<file path="config.mk">
export PLATFORM = sky130hd
export DESIGN_NAME = rv32_dbus_adapter
export DESIGN_NICKNAME = d
export VERILOG_FILES = /design/src/rtl/rv32_dbus_adapter.sv
export SDC_FILE = /design/constraint.sdc
export NUM_CORES = 1
export LEC_CHECK = 0
export ABC_AREA = 1
export CORE_MARGIN = 1
export CORE_UTILIZATION = 44
export DETAILED_ROUTE_END_ITERATION = 7
export GPL_ROUTABILITY_DRIVEN = 0
export PLACE_DENSITY = 0.86
export SLEW_MARGIN = 30
export SYNTH_ARGS = -nofsm -noshare
export SYNTH_HDL_FRONTEND = slang
export SYNTH_SLANG_ARGS = --single-unit
</file>
<file path="constraint.sdc">
create_clock -name clk -period 3.36 [get_ports clk]
set_input_delay 1.008 -clock clk [delete_from_list [all_inputs] [get_ports clk]]
set_output_delay 1.008 -clock clk [all_outputs]
set_load 0.005 [all_outputs]
</file>
<file path="src/rtl/rv32_dbus_adapter.sv">
// Data-memory bus adapter: registers rv32_mem load/store requests, runs the valid/ready
// handshake and stalls the pipeline until the response is consumed. Optional watchdog: RV32_DBUS_TIMEOUT_EN.
module rv32_dbus_adapter #(
  parameter int unsigned TIMEOUT_CYCLES = 1024
) (
  input  logic        clk,
  input  logic        reset,
  input  logic        ce_i,
  input  logic        stall_in,
  input  logic        data_read_in,
  input  logic        data_write_in,
  input  logic [3:0]  data_write_mask_in,
  input  logic [31:0] data_address_in,
  input  logic [31:0] data_write_value_in,
  output logic [31:0] data_read_value_out,
  output logic        data_fault_out,
  output logic        stall_out,
  output logic        bus_valid_out,
  input  logic        bus_ready_in,
  output logic        bus_we_out,
  output logic [31:0] bus_address_out,
  output logic [31:0] bus_write_value_out,
  output logic [3:0]  bus_write_mask_out,
  input  logic        bus_resp_valid_in,
  input  logic [31:0] bus_read_value_in,
  input  logic        bus_error_in
);
  typedef enum logic [1:0] {IDLE, REQ, WAIT, DONE} state_t;

  state_t      state_q, state_d;
  logic [31:0] addr_q, addr_d;
  logic [31:0] wdata_q, wdata_d;
  logic [31:0] rdata_q, rdata_d;
  logic [3:0]  mask_q, mask_d;
  logic        we_q, we_d;
  logic        fault_q, fault_d;
  logic        req;
  logic        req_ok;

  assign req = data_read_in | data_write_in;

`ifdef RV32_DBUS_TIMEOUT_EN
  logic [31:0] cnt_q, cnt_d;
  logic        orphan_q, orphan_d;
  logic        expired;

  assign expired = (cnt_q >= 32'(TIMEOUT_CYCLES - 1));
  // An abandoned response is still owed by the bus; hold off new requests until it shows up.
  assign req_ok  = !orphan_q;
`else
  logic unused_timeout;

  assign unused_timeout = ^TIMEOUT_CYCLES;
  assign req_ok         = 1'b1;
`endif

  always_comb begin
    state_d = state_q;
    addr_d  = addr_q;
    wdata_d = wdata_q;
    mask_d  = mask_q;
    we_d    = we_q;
    rdata_d = rdata_q;
    fault_d = fault_q;
`ifdef RV32_DBUS_TIMEOUT_EN
    cnt_d    = cnt_q;
    orphan_d = orphan_q;
    if (bus_resp_valid_in) orphan_d = 1'b0;
`endif
    unique case (state_q)
      IDLE: begin
        if (req) begin
          state_d = REQ;
          addr_d  = data_address_in;
          wdata_d = data_write_value_in;
          mask_d  = data_write_in ? data_write_mask_in : 4'b0000;
          we_d    = data_write_in;
`ifdef RV32_DBUS_TIMEOUT_EN
          cnt_d   = '0;
`endif
        end
      end
      REQ: begin
        if (bus_ready_in && req_ok) begin
          state_d = WAIT;
`ifdef RV32_DBUS_TIMEOUT_EN
          cnt_d   = cnt_q + 32'd1;
        end else if (expired) begin
          state_d = DONE;
          rdata_d = '0;
          fault_d = 1'b1;
        end else begin
          cnt_d   = cnt_q + 32'd1;
`endif
        end
      end
      WAIT: begin
        if (bus_resp_valid_in) begin
          state_d = DONE;
          rdata_d = bus_read_value_in;
          fault_d = bus_error_in;
`ifdef RV32_DBUS_TIMEOUT_EN
        end else if (expired) begin
          state_d  = DONE;
          rdata_d  = '0;
          fault_d  = 1'b1;
          orphan_d = 1'b1;
        end else begin
          cnt_d    = cnt_q + 32'd1;
`endif
        end
      end
      DONE: begin
        if (!stall_in) state_d = IDLE;
      end
      default: state_d = IDLE;
    endcase
  end

  always_ff @(posedge clk) begin
    if (reset) begin
      state_q  <= IDLE;
      addr_q   <= '0;
      wdata_q  <= '0;
      mask_q   <= '0;
      we_q     <= 1'b0;
      rdata_q  <= '0;
      fault_q  <= 1'b0;
`ifdef RV32_DBUS_TIMEOUT_EN
      cnt_q    <= '0;
      orphan_q <= 1'b0;
`endif
    end else if (ce_i) begin
      state_q  <= state_d;
      addr_q   <= addr_d;
      wdata_q  <= wdata_d;
      mask_q   <= mask_d;
      we_q     <= we_d;
      rdata_q  <= rdata_d;
      fault_q  <= fault_d;
`ifdef RV32_DBUS_TIMEOUT_EN
      cnt_q    <= cnt_d;
      orphan_q <= orphan_d;
`endif
    end
  end

  // Outputs are forced low during reset because the state register only clears at the edge.
  assign bus_valid_out       = !reset && (state_q == REQ) && req_ok;
  assign bus_we_out          = bus_valid_out & we_q;
  assign bus_address_out     = bus_valid_out ? addr_q  : '0;
  assign bus_write_value_out = bus_valid_out ? wdata_q : '0;
  assign bus_write_mask_out  = bus_valid_out ? mask_q  : '0;

  assign data_read_value_out = (!reset && state_q == DONE) ? rdata_q : '0;
  assign data_fault_out      = !reset && (state_q == DONE) && fault_q;
  assign stall_out           = !reset && req && (state_q != DONE);
endmodule

</file>
### After elaboration in Yosys (flattened, before gate mapping)

Index checks and enable logic that the tools add are counted.

* bitwise operators: 2
* multiplexer cells: 10
* reductions and logical operators: 10
* eq/ne operators: 8

Operators with widths (count)
* $mux W32: 3
* $ne A2 B2 Y1 const B: 5
* $mux W2: 4
* $mux W4: 2
* $pmux W2 S4: 1
* $reduce_and A3 Y1: 2
* $logic_and A1 B1 Y1: 5
* $reduce_and A5 Y1: 1
* $eq A2 B2 Y1 const B: 2
* $eq A2 B1 Y1 const B: 1
* $logic_not A2 Y1: 1
* $and A1 B1 Y1: 1
* $logic_not A1 Y1: 1
* $or A1 B1 Y1: 1

* register bits after elaboration: 104
* output and inout bits: 104

### Longest topological paths before layout

Gate-level depths: netlist of the first run.

* depth in word-level cells: 3
* gate-level depth with buffers: 9
* mapped depth without buffers: 8

### Least setup slack after synthesis of the first run

OpenSTA, ideal clock, no wires.

* kind: input to output
* start: input reset
* end: output bus_write_mask_out[0]
* arrival time: 1571 ps
* path slack: 781 ps
* cell stages on the path: 5
* data required time: 2352 ps
* path buffers: 2
* path through: inv_2 buf_2 nand2_2 buf_4 nor2_1

* word-level cells in the longest chain between the ends: 3

Ends and longest elaborated chain
* start: declaration: RTL line 7 `input logic reset,`
* $logic_not A1 Y1: RTL line 149 `assign bus_valid_out = !reset && (state_q == REQ) && req_ok;`
* $logic_and A1 B1 Y1: RTL line 149
* $mux W4: RTL line 153 `assign bus_write_mask_out = bus_valid_out ? mask_q : '0;`
* end: declaration: RTL line 23 `output logic [3:0] bus_write_mask_out,`

Every way passes these cells.

### Worst setup path after layout of the first run

* start: input reset
* end: output data_read_value_out[11]

* word-level cells in the longest chain between the ends: 3

Ends and longest elaborated chain
* $logic_not A1 Y1: RTL line 155 `assign data_read_value_out = (!reset && state_q == DONE) ? rdata_q : '0;`
* $logic_and A1 B1 Y1: RTL line 155
* $mux W32: RTL line 155
* end: declaration: RTL line 15 `output logic [31:0] data_read_value_out,`

Every way passes these cells.

==> results of run 1 <==
## final cells by class
class / count / area [um^2]
multi-input combinational: 338 / 1605
clock buffer: 10 / 137.6
clock inverter: 6 / 47.55
inverter: 111 / 416.7
sequential: 104 / 2082
fill: 783 / 2776
timing repair buffer: 227 / 2188
tap: 129 / 161.4
## tightest hold or removal path, cell delays in order, from the launching register on
cell and delay, ns:
dfxtp_1 0.31, inv_1 0.06, a21oi_1 0.05
## synth_stat cells
| cell type | instances | area, um^2 |
|---|---|---|
| a21oi_1 | 103 | 515.5 |
| a21oi_2 | 1 | 8.760 |
| buf_2 | 17 | 85.08 |
| buf_4 | 8 | 60.06 |
| buf_6 | 8 | 90.09 |
| clkbuf_1 | 6 | 22.52 |
| clkbuf_2 | 3 | 15.01 |
| dfxtp_1 | 104 | 2082 |
| ha_1 | 4 | 50.05 |
| inv_1 | 109 | 409.1 |
| inv_2 | 2 | 7.510 |
| nand2_1 | 17 | 63.81 |
| nand2_2 | 2 | 12.51 |
| nand3_1 | 2 | 10.01 |
| nand3_2 | 1 | 10.01 |
| nor2_1 | 109 | 409.1 |
| nor3_1 | 1 | 5.000 |
| o21ai_0 | 96 | 480.5 |
| o21ai_2 | 1 | 8.760 |
| o21ai_4 | 1 | 16.27 |
## registers in the layout, summed over array words and instances, names as in the netlist
| signal | flops |
|---|---|
| state_q | 2 |
| rdata_q | 32 |
| we_q | 1 |
| wdata_q | 32 |
| mask_q | 4 |
| addr_q | 32 |
| fault_q | 1 |
## what timing repair did
| item | 4_1_cts | 5_1_grt |
|---|---|---|
| gates resized for setup | 108 | 5 |
| endpoints found under the setup margin | 103 | 6 |
| setup buffers | 1 | 1 |
| gates cloned | 1 | 0 |
## how the worst min path moves through the flow
stage / endpoint / cells past startpoint
detailed placement: wdata_q[29] / 2
global placement: rdata_q[17] / 2
global route: wdata_q[29] / 2
CTS: wdata_q[29] / 2
floorplan: addr_q[13] / 2
finish: wdata_q[29] / 2
## routing by layer
| metal | track usage [%] | wire length, um |
|---|---|---|
| met5 | 0 | 0 |
| met4 | 10.59 | 299 |
| met3 | 4.210 | 776 |
| met2 | 42.26 | 6286 |
| met1 | 26.38 | 4899 |
## cells by family (layout without fill, tap and decap cells)
| logic type | count (synthesis) | in the layout | synth area share (%) |
|---|---|---|---|
| flip-flops | 104 | 104 | 47.73 |
| adder cells (fa/ha/maj) | 4 | 4 | 1.147 |
| AND/OR/NAND/NOR | 132 | 132 | 11.70 |
| AO/OA/AOI/OAI | 202 | 202 | 23.61 |
| buffers and inverters | 153 | 354 | 15.81 |
## where the power goes
group / switching (W) / total, W / internal, W
Clock: 0.000442 / 0.000742 / 0.000300
Combinational: 0.000271 / 0.000518 / 0.000247
Sequential: 0.0000338 / 0.00138 / 0.00135
## per-stage QoR
stage          worst slack (ns)  std cells  power, W
4_1_cts                 0.01886        924  0.002670
3_5_place_dp            -0.1601        906  0.001939
6_report                0.04013        925  0.002644
5_1_grt               -0.008644        925  0.002789
2_1_floorplan            0.7815        595  0.001713
3_3_place_gp            -0.1022        906  0.001913
==> metrics.md, run 1 <==
| Metric | Value |
|---|---|
| CP Depth | `6` |
| CP arrival | `2.31 ns` |
| Hold WC Path Type | `flip-flop to flip-flop` |
| Routed WL | `12.26 mm` |
| Setup Viol. Count Final | `0` |
| Crit Path Class | `input pin to output pin` |
| Worst vdd ir | `201.9 uV` |
| First-pass GRT wire length | `~19 mm` |
| Fmax | `0.3012 GHz` |
| 1st-pass router iterations | `5` |
| WP buf/inv | `4` |
| # nets final | `904` |
| LEAKAGE | `2.957 nW` |
| Area growth from synthesis to layout | `52.21%` |
| Worst setup endpoint | `data_read_value_out[11]` |
| Reg2Reg Setup Slack | `1.40 ns` |
| Cells along the critical path | `clkdlybuf4s50_1 > inv_2 > nand2_2 > bufbuf_16 > nor2_2 > dlygate4sd2_1` |
| Port buffer count | `212` |
| Endpoints failing hold | `0` |
| Overflow after GRT | `0` |
| Power density of the placed cells | `398.2 nW/um^2` |
| CP Max Fanout | `16` |
| Clk_lat worst skew | `roughly 0.36 ns` |
| Crit path launch type | `input pin` |
| Worst setup path start | `reset` |
| CTS clk-pin slew, worst paths | `0.09 ns` |
| Die footprint | `10,320 um^2` |
| Synthesized area per cell | `7.331 um^2` |
| Vias in the first global route | `between 4,000 and 5,000` |
| CP top delay family | `buffers and inverters` |
| Reg2Reg Launch Point | `state_q[0]` |
| Largest net degree at the start of global routing | `just under 90` |
| Slew Limit Fails | `0` |
| Period minus WS final | `around 3.3 ns` |
| Leading cell type in the layout, fill and taps excluded | `inv_1` |
| TritonCTS Buffers | `9` |
| Critical path data required time | `2.35 ns` |
| Slew headroom | `59.56%` |
| Vias post-DR | `around 4,400` |
| Avg WL per Cell | `13.26 um` |
| Antenna Cells | `0` |
| R2r worst-path depth | `6` |
| Design area | `6639 um^2` |
| Hold buffer count at CTS | `0` |
| Clock tree buffer depth | `2` |
| Syn Inst Count | `595` |
| Initial antenna violation count | `0` |
| Seq/Total Area, Yosys | `47.73%` |
| Setup TNS | `0 ns` |
| Clock root buffer | `clkbuf_8` |
| Synth cell types | `20` |
| Post-Route Skew | `0.01755 ns` |
| Residual DRC | `0` |
| Htree depth | `3` |
| Worst Tran Pin Value | `0.6058 ns` |
| DIE WIDTH | `101.6 um` |
| Run status | `complete, no violations` |
| Worst setup EP type | `output pin` |
| Commonest non-fill, non-tap cells in the layout | `inv_1 (109), clkdlybuf4s50_1 (108), nor2_1 (105), dfxtp_1 (104), a21oi_1 (103)` |
| Crit share post-route | `98.81%` |
| Layout cells sized above 1 | `5.402%` |
| Core Util, Final | `70.51%` |
| Syn nets | `~710` |
| Final ANT Viol Nets | `0` |
| CTS Sinks | `104` |
| Slowest-stage cell, CP | `clkdlybuf4s50_1` |
| Post-DP Area | `6513 um^2` |
| Starting Density | `46.33%` |
| Hold Worst Slack | `0.4575 ns` |
| DRT iter0 DRCs | `168` |
| Ports | `about 210` |
| Routed vias/inst | `between 4 and 5` |
| # rows | `35` |
| Gr usage total | `23.26%` |
| Max Cap Viol | `0` |
| Hold_sp | `wdata_q[29]` |
| Synth Cell Area | `between 4000 and 5000 um^2` |
| CTS tree | `built` |
| CP peak stage delay | `0.44 ns` |
| DPL Wire Length | `9.010 mm` |
| Die Y | `101.6 um` |
| #FFs+latches synth | `104` |
| Yosys warnings | `0` |
| Core area | `9415 um^2` |
| R2r endpoint | `rdata_q[27]` |
(Power assumes the default switching activity.)
==> run 2: changes to the inputs <==
==> constraint.sdc (replaced) <==
create_clock -name clk -period 3.36 [get_ports clk]
set_input_delay 1.008 -clock clk [delete_from_list [all_inputs] [get_ports clk]]
set_output_delay 1.008 -clock clk [all_outputs]
set_load 0.1 [all_outputs]
==> run 2 against run 1 <==
Against the previous run:
- utilization up 12 points
- largest cell class unchanged
- count of clock-buffer cells in the layout grew 2
- sequential cell count unchanged
- first-iteration DRC count shrank 9.5%
- combinational power rose by 47%
- critical endpoint is now bus_address_out[25]
- largest power group unchanged
==> metrics.md, run 2 (synthesized netlist as in run 1, its figures left out) <==
| Metric | Value |
|---|---|
| # rows | `35 (unchanged)` |
| Leading cell type in the layout, fill and taps excluded | `inv_1` |
| Antenna Cells | `0 (unchanged)` |
| Worst Tran Pin Value | `0.6562 ns (+0.05033 ns)` |
| CP peak stage delay | `0.43 ns (about the same)` |
| Clock tree buffer depth | `2 (unchanged)` |
| Crit path launch type | `input pin` |
| Gr usage total | `26.96% (+3.7 points)` |
| Post-Route Skew | `0.01037 ns (-0.007173 ns)` |
| Power density of the placed cells | `379.1 nW/um^2 (-4.8%)` |
| Setup ws final | `0.07644 ns (+0.03632 ns)` |
| Critical path's most frequent cell | `buf_12` |
| Top Registers | `addr_q x32, rdata_q x32, wdata_q x32` |
| Setup TNS | `0 ns (unchanged)` |
| TritonCTS Buffers | `9 (unchanged)` |
| Hold WC Path Type | `flip-flop to flip-flop` |
| CTS tree | `built` |
| Die Y | `101.6 um (unchanged)` |
| Starting Density | `46.33% (unchanged)` |
| Worst hold endpoint | `rdata_q[29]` |
| Commonest non-fill, non-tap cells in the layout | `inv_1 (109), clkdlybuf4s50_1 (108), buf_12 (107), dfxtp_1 (104), a21oi_1 (103)` |
| Routed vias/inst | `4.961 (+3.4%)` |
| Reg2Reg Launch Point | `state_q[0]` |
| Final ANT Viol Nets | `0 (unchanged)` |
| Residual DRC | `0 (unchanged)` |
| Crit Path Class | `input pin to output pin` |
| Clock root buffer | `clkbuf_8` |
| Hold_sp | `rdata_q[29]` |
| Hold buffer count at CTS | `0 (unchanged)` |
| Worst setup EP type | `output pin` |
| LEAKAGE | `2.905 nW (-1.7%)` |
| Fmax | `0.3045 GHz (+1.1%)` |
| Overflow after GRT | `0 (unchanged)` |
| RSZ-0062 raised after global routing | `no` |
| Clk_lat worst skew | `0.36 ns (about the same)` |
| Period minus WS final | `3.284 ns (-0.03632 ns)` |
| Die footprint | `10,320 um^2 (unchanged)` |
| DIE WIDTH | `101.6 um (unchanged)` |
| Avg WL per Cell | `15.29 um (+15%)` |
| CP arrival | `2.28 ns (-0.03 ns)` |
| Max Cap Viol | `0 (unchanged)` |
| Initial antenna violation count | `0 (unchanged)` |
| CP Max Fanout | `40 (+24)` |
| Layout cells sized above 1 | `18.20% (+13 points)` |
| 1st-pass router iterations | `5 (unchanged)` |
| Hold Path Stages | `2 (unchanged)` |
| Vias in the first global route | `4,453 (+9.7%)` |
| Vias post-DR | `4,564 (+2.8%)` |
| Routed WL | `14.07 mm (+15%)` |
| Worst setup path start | `reset` |
| CTS clk-pin slew, worst paths | `0.10 ns (about the same)` |
| Slew headroom | `56.21% (-3.4 points)` |
| First-pass GRT wire length | `21.45 mm (+14%)` |
| DRT iter0 DRCs | `152 (-9.5%)` |
| Cells along the critical path | `clkdlybuf4s50_1 > inv_2 > nand2_2 > buf_12 > nor2_1 > buf_12` |
| DP Worst Slack | `0.04835 ns (+0.2084 ns)` |
| Core area | `9415 um^2 (unchanged)` |
| Slowest-stage cell, CP | `clkdlybuf4s50_1` |
| Critical path data required time | `2.35 ns (about the same)` |
| R2r endpoint | `rdata_q[27]` |
| Endpoints failing hold | `0 (unchanged)` |
| Slew Limit Fails | `0 (unchanged)` |
| R2r worst-path depth | `6 (unchanged)` |
| Ports | `213 (unchanged)` |
| Area growth from synthesis to layout | `77.62%` |
| Largest net degree at the start of global routing | `68 (-23%)` |
| Htree depth | `3 (unchanged)` |
| Final Total Pwr | `0.002937 W (+11%)` |
| Crit share post-route | `97.72% (-1.1 points)` |
| Reg2Reg Setup Slack | `1.25 ns (-0.15 ns)` |
| Run status | `complete, no violations` |
| CTS Sinks | `104 (unchanged)` |
| # nets final | `899 (-0.55%)` |
| Port buffer count | `212 (unchanged)` |
| Setup Viol. Count Final | `0 (unchanged)` |
| Worst vdd ir | `264.2 uV (+31%)` |
| DPL Wire Length | `10.58 mm (+17%)` |
## run 2: cell types whose count changed in the layout (fill, tap and decap cells not counted), sizes merged
cell,change
inv,-4
clkdlybuf4s15,-4
buf,+100
clkbuf,+2
dlymetal6s2s,-1
dlygate4sd2,-99
bufinv,+1
clkinvlp,+1
bufbuf,-1
## run 2: where the power goes
part           internal (W)  switching [W]
Sequential          0.00135      0.0000366
Combinational      0.000300       0.000460
Clock              0.000367       0.000424
## run 2: stage by stage
step	cell area, um^2	instances	utilization, %	hold WS, ns
finish	7747	920	82.29	0.4578
global route	7747	920	82.29	0.4751
CTS	7745	920	82.26	0.4594
detailed placement	7546	904	80.15	0.4451
global placement	7546	904	80.15	0.4389
floorplan	4382	595	-	0.4294
## run 2: worst max-delay path: cells and delay by family
kind          cells  cell delay [ns]
simple gates      2             0.31
buf+inv           4             0.92
## run 2: per-layer routing
metal | vias up | routed length, um | global-route usage (%)
met5 | - | 0 | 0
met4 | 0 | 562 | 12.71
met3 | 44 | 1041 | 7.937
met2 | 186 | 7479 | 51.09
met1 | 2105 | 4985 | 26.77
li1 | 2229 | - | -
## run 2: area by class of cell
class                           instances  area (um^2)
Sequential cell                       104         2082
Inverter                              111        416.7
Multi-Input combinational cell        338         1613
Timing Repair Buffer                  222         3276
Clock buffer                           12        145.1
Tap cell                              129        161.4
Clock inverter                          4        53.80
Fill cell                             557         1668
## run 2: worst max path at each step
stage | to | cells after the start | slack, ns
after floorplan | bus_write_mask_out[0] | 5 | -0.37
after global placement | data_read_value_out[23] | 6 | 0.10
after detailed placement | bus_address_out[0] | 6 | 0.05
after CTS | bus_address_out[0] | 6 | 0.05
after global routing | bus_write_mask_out[1] | 6 | 0.007
final | bus_address_out[25] | 6 | 0.08
## run 2: repair_timing
item | 4_1_cts | 5_1_grt
endpoints found under the setup margin | 0 | 1
gates resized for setup | 0 | 1
setup buffers | 0 | 0
